$ cat config.mk
export PLATFORM = sky130hd
export DESIGN_NAME = ofm_drain
export DESIGN_NICKNAME = d
export VERILOG_FILES = /design/src/rtl/ofm_drain_pkg.sv /design/src/rtl/ofm_skid_fifo.sv /design/src/rtl/ofm_drain.sv
export SDC_FILE = /design/constraint.sdc
export NUM_CORES = 1
export LEC_CHECK = 0
export CAP_MARGIN = 20
export CORE_MARGIN = 2
export CORE_UTILIZATION = 51
export CTS_CLUSTER_DIAMETER = 30
export DETAILED_ROUTE_END_ITERATION = 12
export HOLD_SLACK_MARGIN = 0.02
export PLACE_DENSITY = 0.87
export SKIP_LAST_GASP = 1
export SLEW_MARGIN = 40
export SYNTH_ARGS = -nofsm -noshare
export SYNTH_HDL_FRONTEND = slang
export SYNTH_SLANG_ARGS = --single-unit
$ cat constraint.sdc
create_clock -name clk -period 6.1 [get_ports clk]
set_input_delay 1.22 -clock clk [delete_from_list [all_inputs] [get_ports clk]]
set_output_delay 1.22 -clock clk [all_outputs]
set_load 0.005 [all_outputs]
$ cat src/rtl/ofm_drain_pkg.sv
// Shared types and constants for the output-feature-map drain engine.
package ofm_drain_pkg;

  // Drain controller states.
  typedef enum logic [1:0] {
    ST_IDLE  = 2'd0,
    ST_READ  = 2'd1,
    ST_FLUSH = 2'd2,
    ST_FIN   = 2'd3
  } state_e;

  // Packed partial-sum lanes per buffer word (DATA_W / LANE_W).
  localparam int OFM_LANES = 4;

endpackage

$ cat src/rtl/ofm_skid_fifo.sv
// Two-entry fall-through FIFO between the output-buffer read port and the
// stream interface. When empty, an arriving word is presented immediately
// so the stream sees it in the same cycle it leaves the buffer.
module ofm_skid_fifo #(
  parameter int DATA_W = 64
) (
  input  logic              clk,
  input  logic              rst_n,
  input  logic              wr_en_i,
  input  logic [DATA_W-1:0] wr_data_i,
  input  logic              rd_ready_i,
  output logic              rd_valid_o,
  output logic [DATA_W-1:0] rd_data_o,
  output logic [1:0]        count_o
);

  logic [DATA_W-1:0] mem_q [2];
  logic              wr_ptr_q;
  logic              rd_ptr_q;
  logic [1:0]        count_q;
  logic [1:0]        count_d;
  logic              empty;
  logic              pop;
  logic              push;
  logic              drain;

  assign empty      = (count_q == 2'd0);
  assign rd_valid_o = !empty || wr_en_i;
  assign pop        = rd_valid_o && rd_ready_i;
  // A word bypassed straight to the consumer is never stored.
  assign push       = wr_en_i && !(empty && pop);
  assign drain      = pop && !empty;
  assign count_o    = count_q;

  // Present the head entry, or the incoming word when the FIFO is empty.
  always_comb begin
    if (!empty) begin
      rd_data_o = mem_q[rd_ptr_q];
    end else if (wr_en_i) begin
      rd_data_o = wr_data_i;
    end else begin
      rd_data_o = '0;
    end
  end

  // Occupancy after this cycle's push and drain.
  always_comb begin
    count_d = count_q;
    if (push && !drain) begin
      count_d = count_q + 2'd1;
    end else if (drain && !push) begin
      count_d = count_q - 2'd1;
    end
  end

  // Pointer and occupancy registers.
  always_ff @(posedge clk or negedge rst_n) begin
    if (!rst_n) begin
      wr_ptr_q <= 1'b0;
      rd_ptr_q <= 1'b0;
      count_q  <= 2'd0;
    end else begin
      if (push)  wr_ptr_q <= ~wr_ptr_q;
      if (drain) rd_ptr_q <= ~rd_ptr_q;
      count_q <= count_d;
    end
  end

  // Data storage.
  // NOTE: storage has no reset; it is only observed through count_q, which is reset.
  always_ff @(posedge clk) begin
    if (push) begin
      mem_q[wr_ptr_q] <= wr_data_i;
    end
  end

endmodule

$ cat src/rtl/ofm_drain.sv
// Output-feature-map drain: reads word_count words from the output buffer
// starting at base_addr and streams them out with valid/ready and a last flag.
// Optional build macro OFM_DRAIN_RELU_EN clamps negative lanes to zero.
module ofm_drain
  import ofm_drain_pkg::*;
#(
  parameter int ADDR_W = 16,
  parameter int DATA_W = 64,
  parameter int LANE_W = 16
) (
  input  logic              clk,
  input  logic              rst_n,
  input  logic              start,
  input  logic [ADDR_W-1:0] base_addr,
  input  logic [15:0]       word_count,
  output logic              rd_en,
  output logic [ADDR_W-1:0] rd_addr,
  input  logic [DATA_W-1:0] rd_data,
  output logic              m_valid,
  input  logic              m_ready,
  output logic [DATA_W-1:0] m_data,
  output logic              m_last,
  output logic              busy,
  output logic              done
);

  state_e            state_q, state_d;
  logic [ADDR_W-1:0] rd_addr_q, rd_addr_d;
  logic [15:0]       rd_left_q, rd_left_d;
  logic [15:0]       xfer_left_q, xfer_left_d;
  logic              inflight_q;
  logic [1:0]        fifo_count;
  logic [1:0]        occupancy;
  logic              fifo_valid;
  logic [DATA_W-1:0] fifo_data;
  logic              xfer;

  // Only issue a read when the word it returns is guaranteed a FIFO slot.
  assign occupancy = fifo_count + {1'b0, inflight_q};
  assign xfer      = m_valid && m_ready;
  assign rd_addr   = rd_addr_q;
  assign m_valid   = fifo_valid;
  assign m_last    = fifo_valid && (xfer_left_q == 16'd1);

  // Next-state, read issue and status decode.
  // NOTE: every output and _d signal gets a default first so no latch is inferred.
  always_comb begin
    state_d     = state_q;
    rd_addr_d   = rd_addr_q;
    rd_left_d   = rd_left_q;
    xfer_left_d = xfer_left_q;
    rd_en       = 1'b0;
    busy        = (state_q != ST_IDLE);
    done        = 1'b0;
    if (xfer) begin
      xfer_left_d = xfer_left_q - 16'd1;
    end
    case (state_q)
      ST_IDLE: begin
        if (start) begin
          rd_addr_d   = base_addr;
          rd_left_d   = word_count;
          xfer_left_d = word_count;
          state_d     = (word_count == 16'd0) ? ST_FIN : ST_READ;
        end
      end
      ST_READ: begin
        if (occupancy < 2'd2) begin
          rd_en     = 1'b1;
          rd_addr_d = rd_addr_q + ADDR_W'(1);
          rd_left_d = rd_left_q - 16'd1;
          if (rd_left_q == 16'd1) begin
            state_d = ST_FLUSH;
          end
        end
      end
      ST_FLUSH: begin
        if (xfer && m_last) begin
          state_d = ST_FIN;
        end
      end
      ST_FIN: begin
        done    = 1'b1;
        state_d = ST_IDLE;
      end
      default: state_d = ST_IDLE;
    endcase
  end

  // Controller state, address counter and word counters.
  // NOTE: sequential state uses non-blocking assignments so all registers update together.
  always_ff @(posedge clk or negedge rst_n) begin
    if (!rst_n) begin
      state_q     <= ST_IDLE;
      rd_addr_q   <= '0;
      rd_left_q   <= 16'd0;
      xfer_left_q <= 16'd0;
      inflight_q  <= 1'b0;
    end else begin
      state_q     <= state_d;
      rd_addr_q   <= rd_addr_d;
      rd_left_q   <= rd_left_d;
      xfer_left_q <= xfer_left_d;
      inflight_q  <= rd_en;
    end
  end

  ofm_skid_fifo #(
    .DATA_W (DATA_W)
  ) u_fifo (
    .clk        (clk),
    .rst_n      (rst_n),
    .wr_en_i    (inflight_q),
    .wr_data_i  (rd_data),
    .rd_ready_i (m_ready),
    .rd_valid_o (fifo_valid),
    .rd_data_o  (fifo_data),
    .count_o    (fifo_count)
  );

  // Per-lane output path; ReLU clamps negative two's-complement lanes when enabled.
  for (genvar i = 0; i < OFM_LANES; i++) begin : g_lane
    logic [LANE_W-1:0] lane;
    assign lane = fifo_data[i*LANE_W +: LANE_W];
`ifdef OFM_DRAIN_RELU_EN
    assign m_data[i*LANE_W +: LANE_W] = lane[LANE_W-1] ? '0 : lane;
`else
    assign m_data[i*LANE_W +: LANE_W] = lane;
`endif
  end

endmodule

**Word level (Yosys, flattened, before mapping)**

Memory sizes are Yosys's and may differ from the RTL's.
Index checks and enable logic that the tools add are counted.

- Add/subtract/negate cells: 6
- Bitwise logic cells: 2
- Reduce and logical (&&, ||, !) cells: 21
- Eq/ne operators: 9
- Mux-type cells: 24
- Magnitude comparators: 1

Operators by type and width:

| operator | count |
|---|---|
| two-way mux 64 bit | 2 |
| two-way mux 16 bit | 7 |
| one-hot mux 16 bit (2 select lines) | 2 |
| == test 16 x 1 -> 1 bit, second input constant | 2 |
| subtractor 16 x 1 -> 16 bit, second input constant | 2 |
| adder 16 x 1 -> 16 bit, second input constant | 1 |
| zero test 16 bit | 1 |
| two-way mux 2 bit | 7 |
| logical AND 1 bit | 8 |
| inequality test 2 bit, second input constant | 4 |
| one-hot mux 2 bit (4 select lines) | 1 |
| nonzero test 2 bit | 3 |
| two-way mux 1 bit | 5 |
| == test 2 bit, second input constant | 2 |
| zero test 1 bit | 4 |
| zero test 2 bit | 2 |
| AND reduction 4 bit | 1 |
| AND reduction 3 bit | 1 |
| adder 2 x 1 -> 2 bit | 1 |
| adder 2 x 1 -> 2 bit, second input constant | 1 |
| == test 2 x 1 -> 1 bit, second input constant | 1 |
| < comparator 2 bit, second input constant | 1 |
| NOT 1 bit | 2 |
| subtractor 2 x 1 -> 2 bit, second input constant | 1 |
| logical OR 1 bit | 1 |

- Output and inout bits: 85
- Word-level logic and storage cells: 72
- Memory bits (writable): 128
- Input port bits: 100
- Memories kept: 1
- Bits in registers: 55

Memories:

| memory | words | bits a word | rd ports | clocked after Yosys merged registers in | write ports | RTL line | RTL |
|---|---|---|---|---|---|---|---|
| u_fifo.mem_q | 2 | 64 | 1 | 0 | 1 | ofm_skid_fifo.sv:17 | `logic [DATA_W-1:0] mem_q [2];` |

**Depth between registers and ports, before layout**

Gate-level depths: netlist (run 1).

- Depth in word-level cells: 11
- Gate-level depth with buffers: 8
- Depth with buffers taken out: 7

**Modules after synthesis**

A second synthesis (run 1) with hierarchy kept.

- Cell total of the unflattened synthesis: 760
- Area, all modules: 8,969.9 um^2

Modules (own cells, without submodules):

| module | seq. area each (um^2) | cells each | area an instance (um^2) | instances |
|---|---|---|---|---|
| ofm_skid_fifo | 3,943.8 | 372 | 5,699.2 | 1 |
| ofm_drain | 1,276.2 | 388 | 3,270.6 | 1 |

**Worst setup path after synthesis (run 1)**

No wires, ideal clock.

- Kind: input to register
- Start point: input port m_ready
- End point: memory u_fifo.mem_q[0][0], enable pin
- Path slack: 1.226 ns
- Data required time: 5.606 ns
- Stages on the path: 2
- Data arrival time: 4.380 ns
- Path through: a21boi_0 -> nor2b_1

- Longest elaborated chain between the ends: 6

Ends and longest elaborated chain:

| item | RTL line | RTL |
|---|---|---|
| from (decl) | ofm_drain.sv:20 | `input logic m_ready,` |
| logical AND 1 bit | ofm_skid_fifo.sv:29 | `assign pop = rd_valid_o && rd_ready_i;` |
| logical AND 1 bit | ofm_skid_fifo.sv:31 | `assign push = wr_en_i && !(empty && pop);` |
| zero test 1 bit | ofm_skid_fifo.sv:31 |  |
| logical AND 1 bit | ofm_skid_fifo.sv:31 |  |
| two-way mux 1 bit | ofm_skid_fifo.sv:72 | `if (push) begin` |
| two-way mux 1 bit (implied by the code) | ofm_skid_fifo.sv:73 | `mem_q[wr_ptr_q] <= wr_data_i;` |
| to (decl) | ofm_skid_fifo.sv:17 |  |

Every way passes these cells.

**Worst setup path after layout (run 1)**

- Start point: register state_q[1]
- End point: output port rd_en

- Longest elaborated chain between the ends: 2

Ends and longest elaborated chain:

| item | RTL line | RTL |
|---|---|---|
| from (decl) | ofm_drain.sv:27 | `state_e state_q, state_d;` |
| from (signal assigned) | ofm_drain.sv:100 | `state_q <= state_d;` |
| == test 2 x 1 -> 1 bit | ofm_drain.sv:58 | `case (state_q)` |
| two-way mux 1 bit | ofm_drain.sv:58 |  |
| to (decl) | ofm_drain.sv:16 | `output logic rd_en,` |

Every way passes these cells.

==> results.md, run 1 <==
- Status: finished clean
- Post-route cell area: 11300 um^2
- CP cell instances: inv_1 > ha_1 > buf_4 > clkinv_1 > nor3_1 > clkdlybuf4s50_1
- Total global routing overflow: 0
- Worst Skew: 0.0174 ns
- Fmax: 223 MHz
- Die area: 18000 um^2
- Via density: 5.80
- Total Routed Length: 20700 um
- Post-synthesis average cell area: 11.6 um^2
- Peak VDD IR: 0.291 mV
- # diodes: 0
- CP Capture Type: output port
- Sequential power share: 0.365
- Synth top area share: 0.444
- Metal1 wirelength: 8760 um
- Slew headroom: 0.464
- CTS tree: done
- Min-delay src: rd_left_q[14]$_DFFE_PN0P_
- First-pass GRT wire length: 33000 um
- Nets: 1021
- Number of buffers added on ports: 184
- Comb power frac: 0.443
- Worst path required time: 4.88 ns
- Pin count of the biggest net entering global routing: 72
- Placed cell count: 1112
- Critical path arrival: 3.27 ns
- Metal3 WL: 1530 um
- Final min period: 4.49 ns
- WS Path Type: flip-flop to output port
- Post-Place Setup Slack: 2.11 ns
- Max Fanout on Critical Path: 51
- Final GP Congestion: 0.832
- Clock power frac: 0.193
- PwrDens: 506 nW/um^2
- Synthesis-stage register bit count: 183
- Final setup violation count: 0
- Metal2 WL: 10000 um
- Initial Util: 0.523
- P_sw: 2.16 mW
- Routed vias: 6635
- Most frequent cells in the layout: 183 x clkdlybuf4s50_1, 128 x edfxtp_1, 100 x o21ai_0
- Largest area contributor in the synthesized netlist: edfxtp_1
- Top sig layer: met4
- Cell variety after synth: 60
- Worst-Margin Slew: 0.803 ns
- Delay-heaviest family, CP: buffers and inverters
- Final hold vios: 0
- Core area: 16600 um^2
- Post-CTS Hold Buffers: 0
- Int Pwr: 3.58 mW
- Initial DRC Count: 502
- Top_reg_cell synth: edfxtp_1
- Fill count: 1211
- Drt first pass iters: 5
- Multi-input gate area: 3210 um^2
- Sequential-to-total area share from yosys stat: 0.602
- CP bufs+invs: 4
- Final HPWL DP: 13900 um
- Clk Latency, worst-skew pair: 0.44 ns
- Clk root buf: clkbuf_16
- Chip Height: 134 um
- Post-synth EDFFs: 128
- Antenna violations before repair: 0
- Setup TNS: 0 ns
- Number of gates resized after cts: 0
- Net Count, Synth: 856
- Clock Pin Slew Worst Setup and Hold Paths: 0.08 ns
- CTS buffer count: 17
- Main area contributors after synthesis: edfxtp_1 44%, dfrtp_1 16%, mux2i_1 7.9%, o21ai_0 5.8%, nand3_1 4.6%
- Vias in the first global route: 6501
- Synth Cell Area: 8670 um^2
- Layout Cells excl Fill: 1144
- R2r startpoint: state_q[1]$_DFFE_PN0P_
- Min-delay worst type: flip-flop to flip-flop
- Max Slew Vio Count: 0
- Max Cap Viol: 0
- Remaining DRCs: 0
- Htree depth: 4
- Share of cells above drive strength 1: 0.0703
- Setup bufs post-CTS: 0
- WL/cell: 18.1 um
- Die X: 134 um
- Clock sinks: 183
- Post-route ant nets: 0
- Syn Inst Count: 746
- GRT Util Overall: 0.233
- Leakage power: 4.04 nW
- Crit path from: state_q[1]$_DFFE_PN0P_
- P&R area growth vs syn: 30.8%
- Net Sw Frac: 0.377
- Async S/R FF share, synth: 0.301
- FF/Latch Area: 5230 um^2
- # IOs: 185
- RSZ-0062 raised after global routing: false
- Yosys Warn Count: 0
- Crit start category: flip-flop
- Slowest stage delay, CP: 0.59 ns
- Setup ws final: 1.61 ns
- Worst Hold Slack: 0.492 ns
- Commonest non-fill, non-tap cell in the layout: clkdlybuf4s50_1
- Post-DP Area: 10700 um^2
- Fin crit share: 0.736
- Slowest CP cell: clkinv_1
- Clock tree buffer depth: 2
- Row count: 47
-- flip-flops by register name, indices dropped and copies added (netlist names) --
register and count:
inflight_q 1, rd_addr 16, rd_left_q 16, state_q 2, u_fifo.count_o 2, u_fifo.mem_q 128, u_fifo.rd_ptr_q 1, u_fifo.wr_ptr_q 1
xfer_left_q 16
-- Yosys cell counts (10+ instances only) --
library cell / instances
edfxtp_1: 128
o21ai_0: 100
nand3_1: 79
mux2i_1: 68
dfrtp_1: 55
nand2_1: 45
a21oi_1: 35
nor2_1: 33
clkbuf_1: 28
nor3_1: 14
buf_2: 13
inv_1: 12
xnor2_1: 12
ha_1: 10
-- path summary, 6_finish.rpt --
check	end	slack, ns	cells past startpoint
min in group asynchronous	rd_addr[8]$_DFFE_PN0P_	0.91	2
max in group asynchronous	u_fifo.rd_ptr_q$_DFFE_PN0P_	4.61	2
max	rd_en	1.61	6
max reg2reg	rd_left_q[13]$_DFFE_PN0P_	2.95	8
min	rd_left_q[14]$_DFFE_PN0P_	0.49	1
min reg2reg	rd_left_q[14]$_DFFE_PN0P_	0.49	1
-- cell type report --
type / count / share of cell area
clock buffer: 17 / 0.0375
clock inverter: 15 / 0.0168
inverter: 13 / 0.00430
multi-input combinational: 500 / 0.283
sequential: 183 / 0.461
tap: 220 / 0.0243
timing repair buffer: 196 / 0.173
-- metal layers --
layer,up-vias,GRT usage
met5,-,0
met4,0,0.0784
met3,38,0.0529
met2,282,0.381
met1,3187,0.308
li1,3128,-
-- through the flow --
| stage | util | power, mW |
|---|---|---|
| after global routing | 0.684 | 6.10 |
| after detailed placement | 0.647 | 4.65 |
| after global placement | 0.644 | 4.52 |
| after CTS | 0.684 | 5.77 |
| final | 0.684 | 5.74 |
| after floorplan | - | 3.46 |
-- power groups by stage --
| stage | registers (mW) | logic, mW | clock network, mW |
|---|---|---|---|
| 3_3_place_gp | 2.09 | 2.44 | 0 |
| 4_1_cts | 2.08 | 2.56 | 1.12 |
| 2_1_floorplan | 1.95 | 1.51 | 0 |
| 6_report | 2.09 | 2.54 | 1.11 |
| 5_1_grt | 2.14 | 2.80 | 1.17 |
| 3_5_place_dp | 2.11 | 2.54 | 0 |
-- logic make-up after synthesis --
| group | synth area share |
|---|---|
| adders and majority gates | 0.0144 |
| muxes | 0.0798 |
| xor gates and xnor gates | 0.0172 |
| AOI/OAI and AO/OA | 0.120 |
| DFF | 0.602 |
| buffers and inverters | 0.0297 |
| and+or+nand+nor | 0.136 |
Note: power is estimated with default switching activity, not from simulation.
==> inputs of run 2 (changes only) <==
--- a/config.mk
+++ b/config.mk
@@ -7,11 +7,11 @@
 export LEC_CHECK = 0
 export CAP_MARGIN = 20
 export CORE_MARGIN = 2
-export CORE_UTILIZATION = 51
+export CORE_UTILIZATION = 46
 export CTS_CLUSTER_DIAMETER = 30
 export DETAILED_ROUTE_END_ITERATION = 12
 export HOLD_SLACK_MARGIN = 0.02
-export PLACE_DENSITY = 0.87
+export PLACE_DENSITY = 0.83
 export SKIP_LAST_GASP = 1
 export SLEW_MARGIN = 40
 export SYNTH_ARGS = -nofsm -noshare
==> constraint.sdc (replaced) <==
create_clock -name clk -period 3.9 [get_ports clk]
set_input_delay 0.78 -clock clk [delete_from_list [all_inputs] [get_ports clk]]
set_output_delay 0.78 -clock clk [all_outputs]
set_load 0.005 [all_outputs]
==> run 2 against run 1 <==
  * Wire length decreased by 0.89%
  * Utilization decreased by 7.2 points
  * Clock power increased by 51%
  * Cell count increased by 1.5%
  * Clock skew increased by 0.0034 ns
==> results.md, run 2 (synthesized netlist as in run 1, its figures left out) <==
- Nets: 1024
- WS Path Type: flip-flop to output port
- Clock sinks: 183
- Leakage power: 4.05 nW
- Min-delay worst type: input pin to async pin
- Worst Skew: 0.0208 ns
- Fmax: 313 MHz
- CTS buffer count: 17
- RSZ-0062 raised after global routing: false
- Setup bufs post-CTS: 0
- Setup TNS: 0 ns
- Post-route ant nets: 0
- Critical path arrival: 2.42 ns
- Number of gates resized after cts: 0
- CP Capture Type: output port
- Setup ws final: 0.702 ns
- # IOs: 185
- Final HPWL DP: 14000 um
- Worst path required time: 3.12 ns
- GRT Util Overall: 0.209
- Pwr Total: 8.93 mW
- Initial DRC Count: 414
- Biggest register: u_fifo.mem_q
- Peak VDD IR: 0.452 mV
- Fin util: 0.612
- Die X: 141 um
- Crit path from: u_fifo.rd_ptr_q$_DFFE_PN0P_
- Vias in the first global route: 6490
- Max Fanout on Critical Path: 23
- Drt first pass iters: 5
- Final GP Congestion: 0.843
- Max Cap Viol: 0
- Pin count of the biggest net entering global routing: 95
- Clk root buf: clkbuf_16
- Die area: 20000 um^2
- Total global routing overflow: 0
- P&R area growth vs syn: 31.1%
- Final min period: 3.20 ns
- Commonest non-fill, non-tap cell in the layout: clkdlybuf4s50_1
- Chip Height: 141 um
- Row count: 50
- Max Slew Vio Count: 0
- Routed vias: 6626
- Clock Pin Slew Worst Setup and Hold Paths: 0.07 ns
- Clk Latency, worst-skew pair: 0.44 ns
- Remaining DRCs: 0
- Initial Util: 0.466
- Most frequent cells in the layout: 183 x clkdlybuf4s50_1, 128 x edfxtp_1, 100 x o21ai_0
- Final setup violation count: 0
- Fin crit share: 0.820
- Number of buffers added on ports: 184
- First-pass GRT wire length: 32900 um
- Status: finished clean
- PwrDens: 786 nW/um^2
- WL/cell: 17.7 um
- Clock tree buffer depth: 2
- R2r startpoint: inflight_q$_DFF_PN0_
- Post-Place Setup Slack: 0.926 ns
- Final hold vios: 0
- CTS tree: done
- Crit start category: flip-flop
- # diodes: 0
- Max reg flops: 128
- Htree depth: 4
- Post-CTS Hold Buffers: 0
- Antenna violations before repair: 0
- Core area: 18600 um^2
- Slew headroom: 0.487
- Total Routed Length: 20600 um
- Via density: 5.71
- Share of cells above drive strength 1: 0.0712
- Worst-Margin Slew: 0.769 ns
run 2: cell types whose count changed in the layout (fill, tap and decap cells not counted), sizes merged:
cell | before | now
buf | 13 | 16
clkinv | 6 | 7
clkinvlp | 1 | 0
run 2: worst paths after layout:
kind                                            endpoint  slack (ns)  cells after the start
hold reg to reg                rd_left_q[14]$_DFFE_PN0P_        0.51                      1
min in group clk               rd_left_q[14]$_DFFE_PN0P_        0.51                      1
max in group asynchronous        rd_addr[14]$_DFFE_PN0P_        2.96                      2
hold / removal                  rd_left_q[5]$_DFFE_PN0P_        0.32                      1
setup reg to reg           u_fifo.mem_q[0][12]$_DFFE_PP_        1.26                      4
setup / recovery                              m_data[23]        0.70                      4
run 2: layer usage:
layer  up-vias  routed length [um]  GRT usage
li1       3144                   -          -
met1      3192                8560      0.272
met2       259               10100      0.350
met3        31                1630     0.0483
met4         0                 276     0.0658
met5         -                   0          0
run 2: final cells by class:
class | instances | area (um^2)
tap | 234 | 293
inverter | 13 | 48.8
sequential | 183 | 5230
fill | 1467 | 7220
clock inverter | 15 | 166
clock buffer | 17 | 425
multi-input combinational | 500 | 3200
timing repair buffer | 199 | 2000
run 2: through the flow:
step,area [um^2],hold WS [ns],cells
floorplan,8670,0.448,746
global placement,10800,0.471,1129
detailed placement,10800,0.480,1129
CTS,11400,0.333,1161
global route,11400,0.367,1161
finish,11400,0.321,1161
run 2: critical path: stages (launching register included):
cell and delay [ns]:
dfrtp_4 0.72, buf_4 0.33, mux2i_1 0.10, o21ai_0 0.26, clkdlybuf4s50_1 0.56
run 2: report_power, final:
part           leakage (nW)  switching (mW)  total (mW)  internal [mW]
clock network         0.290           0.819        1.68          0.865
logic                  1.93            2.05        4.06           2.02
registers              1.82           0.487        3.19           2.70
total                  4.05            3.35        8.93           5.58
